File: config.mk
export PLATFORM = sky130hd
export DESIGN_NAME = imm_extend_stage
export DESIGN_NICKNAME = d
export VERILOG_FILES = /design/src/rtl/imm_extend_stage.sv
export SDC_FILE = /design/constraint.sdc
export NUM_CORES = 1
export LEC_CHECK = 0
export BUFFER_PORTS_ARGS = -buffer_cell sky130_fd_sc_hd__clkbuf_2
export CELL_PAD_IN_SITES_DETAIL_PLACEMENT = 2
export CELL_PAD_IN_SITES_GLOBAL_PLACEMENT = 2
export CORE_MARGIN = 2
export CORE_UTILIZATION = 23
export CTS_BUF_LIST = sky130_fd_sc_hd__clkbuf_2 sky130_fd_sc_hd__clkbuf_4 sky130_fd_sc_hd__clkbuf_8
export CTS_CLUSTER_DIAMETER = 100
export DETAILED_ROUTE_END_ITERATION = 6
export GPL_TIMING_DRIVEN = 0
export HOLD_SLACK_MARGIN = 0.03
export PLACE_DENSITY_LB_ADDON = 0.1
export SYNTH_ARGS = -nofsm -noshare
export SYNTH_HDL_FRONTEND = slang
export SYNTH_SLANG_ARGS = --single-unit
export TNS_END_PERCENT = 30
File: constraint.sdc
create_clock -name clk -period 4.3 [get_ports clk]
set_input_delay 0.86 -clock clk [delete_from_list [all_inputs] [get_ports clk]]
set_output_delay 0.86 -clock clk [all_outputs]
set_load 0.05 [all_outputs]
File: src/rtl/imm_extend_stage.sv
// Decode-stage immediate extender with a single-entry valid/ready output register.
// Define IMM_LUI_SHIFT_EN to pre-shift LUI immediates; otherwise LUI is zero-extended.
module imm_extend_stage (
  input  logic        clk,
  input  logic        reset,
  input  logic [31:0] instr,
  input  logic        in_valid,
  output logic        in_ready,
  input  logic        stall,
  input  logic        flush,
  output logic        out_valid,
  input  logic        out_ready,
  output logic [31:0] imm_out,
  output logic        zero_ex,
  output logic [1:0]  imm_kind
);

  typedef enum logic {EMPTY = 1'b0, FULL = 1'b1} stateT;

  localparam logic [1:0] KIND_NONE  = 2'd0;
  localparam logic [1:0] KIND_SIGN  = 2'd1;
  localparam logic [1:0] KIND_ZERO  = 2'd2;
  localparam logic [1:0] KIND_UPPER = 2'd3;

  stateT       state;
  logic        accept;
  logic [5:0]  opcode;
  logic [15:0] imm;
  logic [31:0] immNext;
  logic        zeroExNext;
  logic [1:0]  kindNext;

  assign opcode    = instr[31:26];
  assign imm       = instr[15:0];
  assign out_valid = (state == FULL);
  assign in_ready  = !stall && (!out_valid || out_ready);
  assign accept    = in_valid && in_ready && !flush;

  // Branch offsets stay unshifted; the branch adder applies the <<2.
  always_comb begin
    immNext    = {{16{imm[15]}}, imm};
    zeroExNext = 1'b0;
    kindNext   = KIND_SIGN;
    unique case (opcode)
      6'h0C, 6'h0D, 6'h0E: begin
        immNext    = {16'h0, imm};
        zeroExNext = 1'b1;
        kindNext   = KIND_ZERO;
      end
      6'h0F: begin
`ifdef IMM_LUI_SHIFT_EN
        immNext    = {imm, 16'h0};
        zeroExNext = 1'b0;
        kindNext   = KIND_UPPER;
`else
        immNext    = {16'h0, imm};
        zeroExNext = 1'b1;
        kindNext   = KIND_ZERO;
`endif
      end
      6'h00, 6'h02, 6'h03: begin
        immNext    = 32'h0;
        zeroExNext = 1'b0;
        kindNext   = KIND_NONE;
      end
      default: ;
    endcase
  end

  // Data only loads on accept, so it is stale (not cleared) while EMPTY.
  always_ff @(posedge clk) begin
    if (reset) begin
      state    <= EMPTY;
      imm_out  <= 32'h0;
      zero_ex  <= 1'b0;
      imm_kind <= KIND_NONE;
    end else if (flush) begin
      state <= EMPTY;
    end else if (!stall) begin
      if (accept) begin
        state    <= FULL;
        imm_out  <= immNext;
        zero_ex  <= zeroExNext;
        imm_kind <= kindNext;
      end else if (out_ready) begin
        state <= EMPTY;
      end
    end
  end

endmodule

==> results.tsv, run 1 <==
metric	value	unit
ANT nets after route	0	
via count	1205	
Synth Net Count	158	
Cell Rows	24	
Cell Area, Synth	1066	sq um
Final Power	446.7	uW
placed instance area	1451	sq um
H-tree Lvls	1	
min-delay worst type	flip-flop to flip-flop	
initial antenna violation count	0	
Final Hold Viols	0	
share of layout cells above drive strength 1	0.4894	
MaxCap Viol Count	0	
number of post-CTS setup repair buffers	0	
Longest Clk Path Bufs	2	
via count of the first global-routing pass	1294	
gr usage total	0.1526	
Reg clk slew, reported paths	80	ps
Pint	304.6	uW
YS warnings	0	
gr ovfl total	0	
flops & latches, synth	21	
number of DRC markers in iteration 0	46	
WHS	481.6	ps
num ports	75	
crit path max fanout	10	
Post-DP HPWL	2.979	mm
latest clock arrival within the worst-skew pair	260	ps
power density cells	297.8	nW/um^2
area occupied by multi-input gates	457.9	sq um
Die Width	72.08	um
Die Area	5196	sq um
RD Place Congestion	0.6887	
Wirelength per Cell	16.06	um
via/cell ratio	5.021	
clock root cell	clkbuf_8	
Worst Path Arrival	2160	ps
Peak VDD IR	0.1365	mV
Combinational Power Share	0.228	
Worst R2R Setup Slack	2600	ps
design area	1500	sq um
largest net degree at the start of global routing	18	
post-route setup TNS	0	ps
Filler cells	520	
core region area	4414	sq um
first-pass GRT wire length	6.272	mm
CTS tree	done	
clk_skew	3.922	ps
Seq pwr share	0.459	
crit start category	input port	
Sw Share	0.3181	
cts bufs inserted	3	
critical path class	input port to output pin	
Max Slew Vio Count	0	
Max Fclk	331.4	MHz
post-layout util	0.3399	
RSZ-0062 raised after global routing	false	
slew margin rel.	0.5789	
I/O Buffers	64	
Final Net Count	227	
P&R area growth vs syn	40.73	%
Initial Util	0.2415	
Worst Tran Pin Value	628.9	ps
fin crit share	0.7017	
Sw Pwr	142.1	uW
Routed WL	3.854	mm
Die Y	72.08	um
Netlist cell types	22	
outcome	finished, final reports clean	
Pleak	0.6751	nW
# setup viols final	0	
syn_area_per_cell	8.884	sq um
Pre-antenna DRT Iters	4	
Seq/Total Area, Yosys	0.3944	
Register Area	420.4	sq um
Synth Instances	120	
Tmin final	3017	ps
Critical Path RT	3440	ps
Post-CTS Resized	0	
n_diodes	0	
Post-route DRC	0	
power share of the clock group	0.313	
CTS Hold Buffers Added	0	
CTS sink cnt	21	
CP endpoint kind	output pin	
synthesized netlist by cell type, drive strengths merged:
master | instances | area, sq um
a21oi | 18 | 90.09
and4bb | 1 | 12.51
buf | 22 | 161.4
clkbuf | 6 | 22.52
dfxtp | 21 | 420.4
inv | 1 | 3.750
nand2b | 5 | 31.28
nand3 | 1 | 5.000
nor2 | 2 | 7.510
nor2b | 3 | 18.77
nor3 | 1 | 5.000
nor3b | 1 | 12.51
o2111ai | 15 | 131.4
o211ai | 1 | 12.51
o21ai | 17 | 85.08
o32ai | 3 | 26.28
or3b | 1 | 8.760
or4 | 1 | 11.26
cell type report:
type,count,share of cell area
multi-input cells,70,0.3053
flip-flops and latches,21,0.2802
repair buffers,64,0.2135
plain buffers,28,0.1226
well taps,52,0.04337
clock buffers,4,0.03253
inverters,1,0.002502
sequential cells by signal, summed over array words and instances (netlist names):
| signal | count |
|---|---|
| imm_kind | 2 |
| out_valid | 1 |
| imm_out | 17 |
| zero_ex | 1 |
worst max-delay path, cell delays in order:
cell      delay, ps
clkbuf_2        100
nor2b_1         100
clkbuf_1        380
clkbuf_1        400
nor2_1           70
clkbuf_2        250
cell families (layout without fill, tap and decap cells):
group | Yosys count | after routing | share of synthesized area
AO/OA/AOI/OAI | 54 | 54 | 0.3240
buffers and inverters | 29 | 97 | 0.1760
flip-flops | 21 | 21 | 0.3944
AND/OR/NAND/NOR | 16 | 16 | 0.1056
cells in the final DEF (no fill, tap or decap), types with 2 or more instances in the layout:
cell,instances
clkbuf_2,64
dfxtp_1,21
a21oi_1,18
o21ai_0,17
o2111ai_1,15
buf_4,15
clkbuf_1,6
nand2b_1,5
nor2b_1,3
buf_2,3
o32ai_1,3
clkbuf_8,3
nor2_1,2
buf_1,2
metal layers:
metal  routed length (um)  vias up  share of wire  track usage
met3                  234        2          0.061      0.04167
met1                 1672      591           0.43       0.1793
met4                   17        0         0.0044      0.02516
met5                    0        -              0            0
met2                 1930       37           0.50       0.2793
li1                     -      575              -            -
power groups by stage:
stage,logic (mW),clock network [mW],registers [mW]
floorplan,0.0479,0,0.230
global placement,0.0999,0,0.209
detailed placement,0.103,0,0.210
CTS,0.103,0.144,0.205
global route,0.109,0.154,0.206
finish,0.102,0.140,0.205
final timing paths:
kind                                 start          to  cells past startpoint
worst max-delay path             out_ready    in_ready                      6
worst min-delay path            imm_out[2]  imm_out[2]                      2
worst max register to register   out_valid  imm_out[8]                      5
worst min register to register  imm_out[2]  imm_out[2]                      2
metrics by stage:
stage / cells / setup slack (ps)
3_5_place_dp: 236 / 1272
2_1_floorplan: 120 / 1554
4_1_cts: 240 / 1262
6_report: 240 / 1283
5_1_grt: 240 / 1155
3_3_place_gp: 236 / 1323
Note: power is estimated with default switching activity, not from simulation.
==> run 2: changes to the inputs <==
--- a/config.mk
+++ b/config.mk
@@ -9,7 +9,7 @@
 export CELL_PAD_IN_SITES_DETAIL_PLACEMENT = 2
 export CELL_PAD_IN_SITES_GLOBAL_PLACEMENT = 2
 export CORE_MARGIN = 2
-export CORE_UTILIZATION = 23
+export CORE_UTILIZATION = 19
 export CTS_BUF_LIST = sky130_fd_sc_hd__clkbuf_2 sky130_fd_sc_hd__clkbuf_4 sky130_fd_sc_hd__clkbuf_8
 export CTS_CLUSTER_DIAMETER = 100
 export DETAILED_ROUTE_END_ITERATION = 6
==> constraint.sdc (replaced) <==
create_clock -name clk -period 2.5 [get_ports clk]
set_input_delay 0.5 -clock clk [delete_from_list [all_inputs] [get_ports clk]]
set_output_delay 0.5 -clock clk [all_outputs]
set_load 0.05 [all_outputs]
==> results.tsv, run 2 (same netlist as run 1, synthesis figures left out) <==
metric	value	unit	change
outcome	finished, final reports clean		unchanged
min-delay worst type	input port to flip-flop		was flip-flop to flip-flop
crit start category	flip-flop		was input port
Worst Hold Launch	flush		was imm_out[2]
num ports	75		unchanged
most common cell after layout, fill and taps aside	clkbuf_2		unchanged
Hold EP	out_valid		was imm_out[2]
Critical Path RT	2000	ps	was 3440 ps
crit path max fanout	10		unchanged
Largest regs	imm_out (17), imm_kind (2)		unchanged
post-route setup TNS	0	ps	unchanged
clock root cell	clkbuf_8		unchanged
I/O Buffers	64		unchanged
CTS tree	done		unchanged
largest reg by FF count	imm_out		unchanged
reg-to-reg endpoint	imm_out[8]		unchanged
first-pass GRT wire length	5.920	mm	was 6.272 mm
number of post-CTS setup repair buffers	0		unchanged
most frequent cells in the layout	clkbuf_2 (64), dfxtp_1 (21), a21oi_1 (18)		unchanged
Cell Rows	27		was 24
slew margin rel.	0.5998		was 0.5789
P&R area growth vs syn	43.07	%	was 40.73%
Die Y	78.91	um	was 72.08 um
ANT nets after route	0		unchanged
Wirelength per Cell	14.66	um	was 16.06 um
power density cells	499.1	nW/um^2	was 297.8 nW/um^2
clk_skew	7.032	ps	was 3.922 ps
# setup viols final	0		unchanged
core region area	5473	sq um	was 4414 sq um
largest net degree at the start of global routing	18		unchanged
Worst Tran Pin Value	597.7	ps	was 628.9 ps
Max Fclk	427.8	MHz	
H-tree Lvls	1		unchanged
Final Power	761.3	uW	was 446.7 uW
number of DRC markers in iteration 0	42		was 46
Reg clk slew, reported paths	80	ps	about the same
CTS Hold Buffers Added	0		unchanged
Worst Path Arrival	1840	ps	was 2160 ps
RSZ-0062 raised after global routing	false		unchanged
MaxCap Viol Count	0		unchanged
Routed WL	3.811	mm	was 3.854 mm
Final Net Count	227		unchanged
Max Slew Vio Count	0		unchanged
CP endpoint kind	output pin		unchanged
critical path class	flip-flop to output pin		was input port to output pin
Die Area	6226	sq um	was 5196 sq um
Final Hold Viols	0		unchanged
Post-DP HPWL	2.984	mm	was 2.979 mm
gr usage total	0.1199		was 0.1526
fin crit share	0.9350		
via count	1179		was 1205
r2r startpoint	out_valid		unchanged
gr ovfl total	0		unchanged
Hold Crit Depth	2		unchanged
latest clock arrival within the worst-skew pair	260	ps	about the same
Pleak	0.6751	nW	unchanged
Tmin final	2337	ps	
Initial Util	0.1948		was 0.2415
Pre-antenna DRT Iters	4		unchanged
R2R depth	5		unchanged
initial antenna violation count	0		unchanged
Peak VDD IR	0.3211	mV	was 0.1365 mV
Longest Clk Path Bufs	2		unchanged
Filler cells	661		was 520
share of layout cells above drive strength 1	0.4894		unchanged
max reg flops	17		unchanged
RD Place Congestion	0.6838		was 0.6887
Die Width	78.91	um	was 72.08 um
Post-route DRC	0		unchanged
via/cell ratio	4.535		was 5.021
Worst R2R Setup Slack	850	ps	was 2600 ps
cts bufs inserted	3		unchanged
Post-CTS Resized	0		unchanged
CTS sink cnt	21		unchanged
n_diodes	0		unchanged
via count of the first global-routing pass	1158		was 1294
## run 2: worst max path at each step
stage,slack (ps),from,to
floorplan,320,out_valid,in_ready
global placement,240,out_ready,in_ready
detailed placement,180,out_ready,in_ready
CTS,100,out_valid,in_ready
global route,10,out_valid,in_ready
finish,160,out_valid,in_ready
## run 2: stage by stage
step                        util  worst slack, ps  area (sq um)  std cells  hold WS [ps]
after global placement    0.2698            236.7          1476        256         459.7
after global routing      0.2787            13.11          1525        260         432.2
after CTS                 0.2787            100.9          1525        260         440.1
after floorplan                -            320.6          1066        120         579.3
after detailed placement  0.2698            180.8          1476        256         472.2
final                     0.2787            162.5          1525        260         443.4
## run 2: power by group
| group | switching, mW | leakage, nW | internal, mW |
|---|---|---|---|
| combinational | 0.121 | 0.478 | 0.0546 |
| clock | 0.109 | 0.0262 | 0.124 |
| sequential | 0.00753 | 0.171 | 0.345 |
| total | 0.238 | 0.675 | 0.524 |
## run 2: area by class of cell
cell class                 instances  area, sq um  area share
buffer                            28        183.9      0.1206
clock buffer                       4        48.80     0.03199
inverter                           1        3.754    0.002461
multi-input combinational         70        457.9      0.3002
sequential                        21        420.4      0.2756
tap                               72        90.09     0.05906
timing repair buffer              64        320.3      0.2100
## run 2: critical path: stages, from the launching register on
cell and delay [ps]:
dfxtp_1 380, nor2b_1 150, clkbuf_1 340, clkbuf_1 380
nor2_1 70, clkbuf_2 250
## run 2: layer usage
| metal | vias to the layer above | routed length [um] | share of wire | track usage |
|---|---|---|---|---|
| li1 | 571 | - | - | - |
| met3 | 2 | 222 | 0.058 | 0.03409 |
| met4 | 0 | 9 | 0.0024 | 0.01034 |
| met2 | 38 | 1889 | 0.50 | 0.2205 |
| met1 | 568 | 1689 | 0.44 | 0.1441 |
| met5 | - | 0 | 0 | 0 |
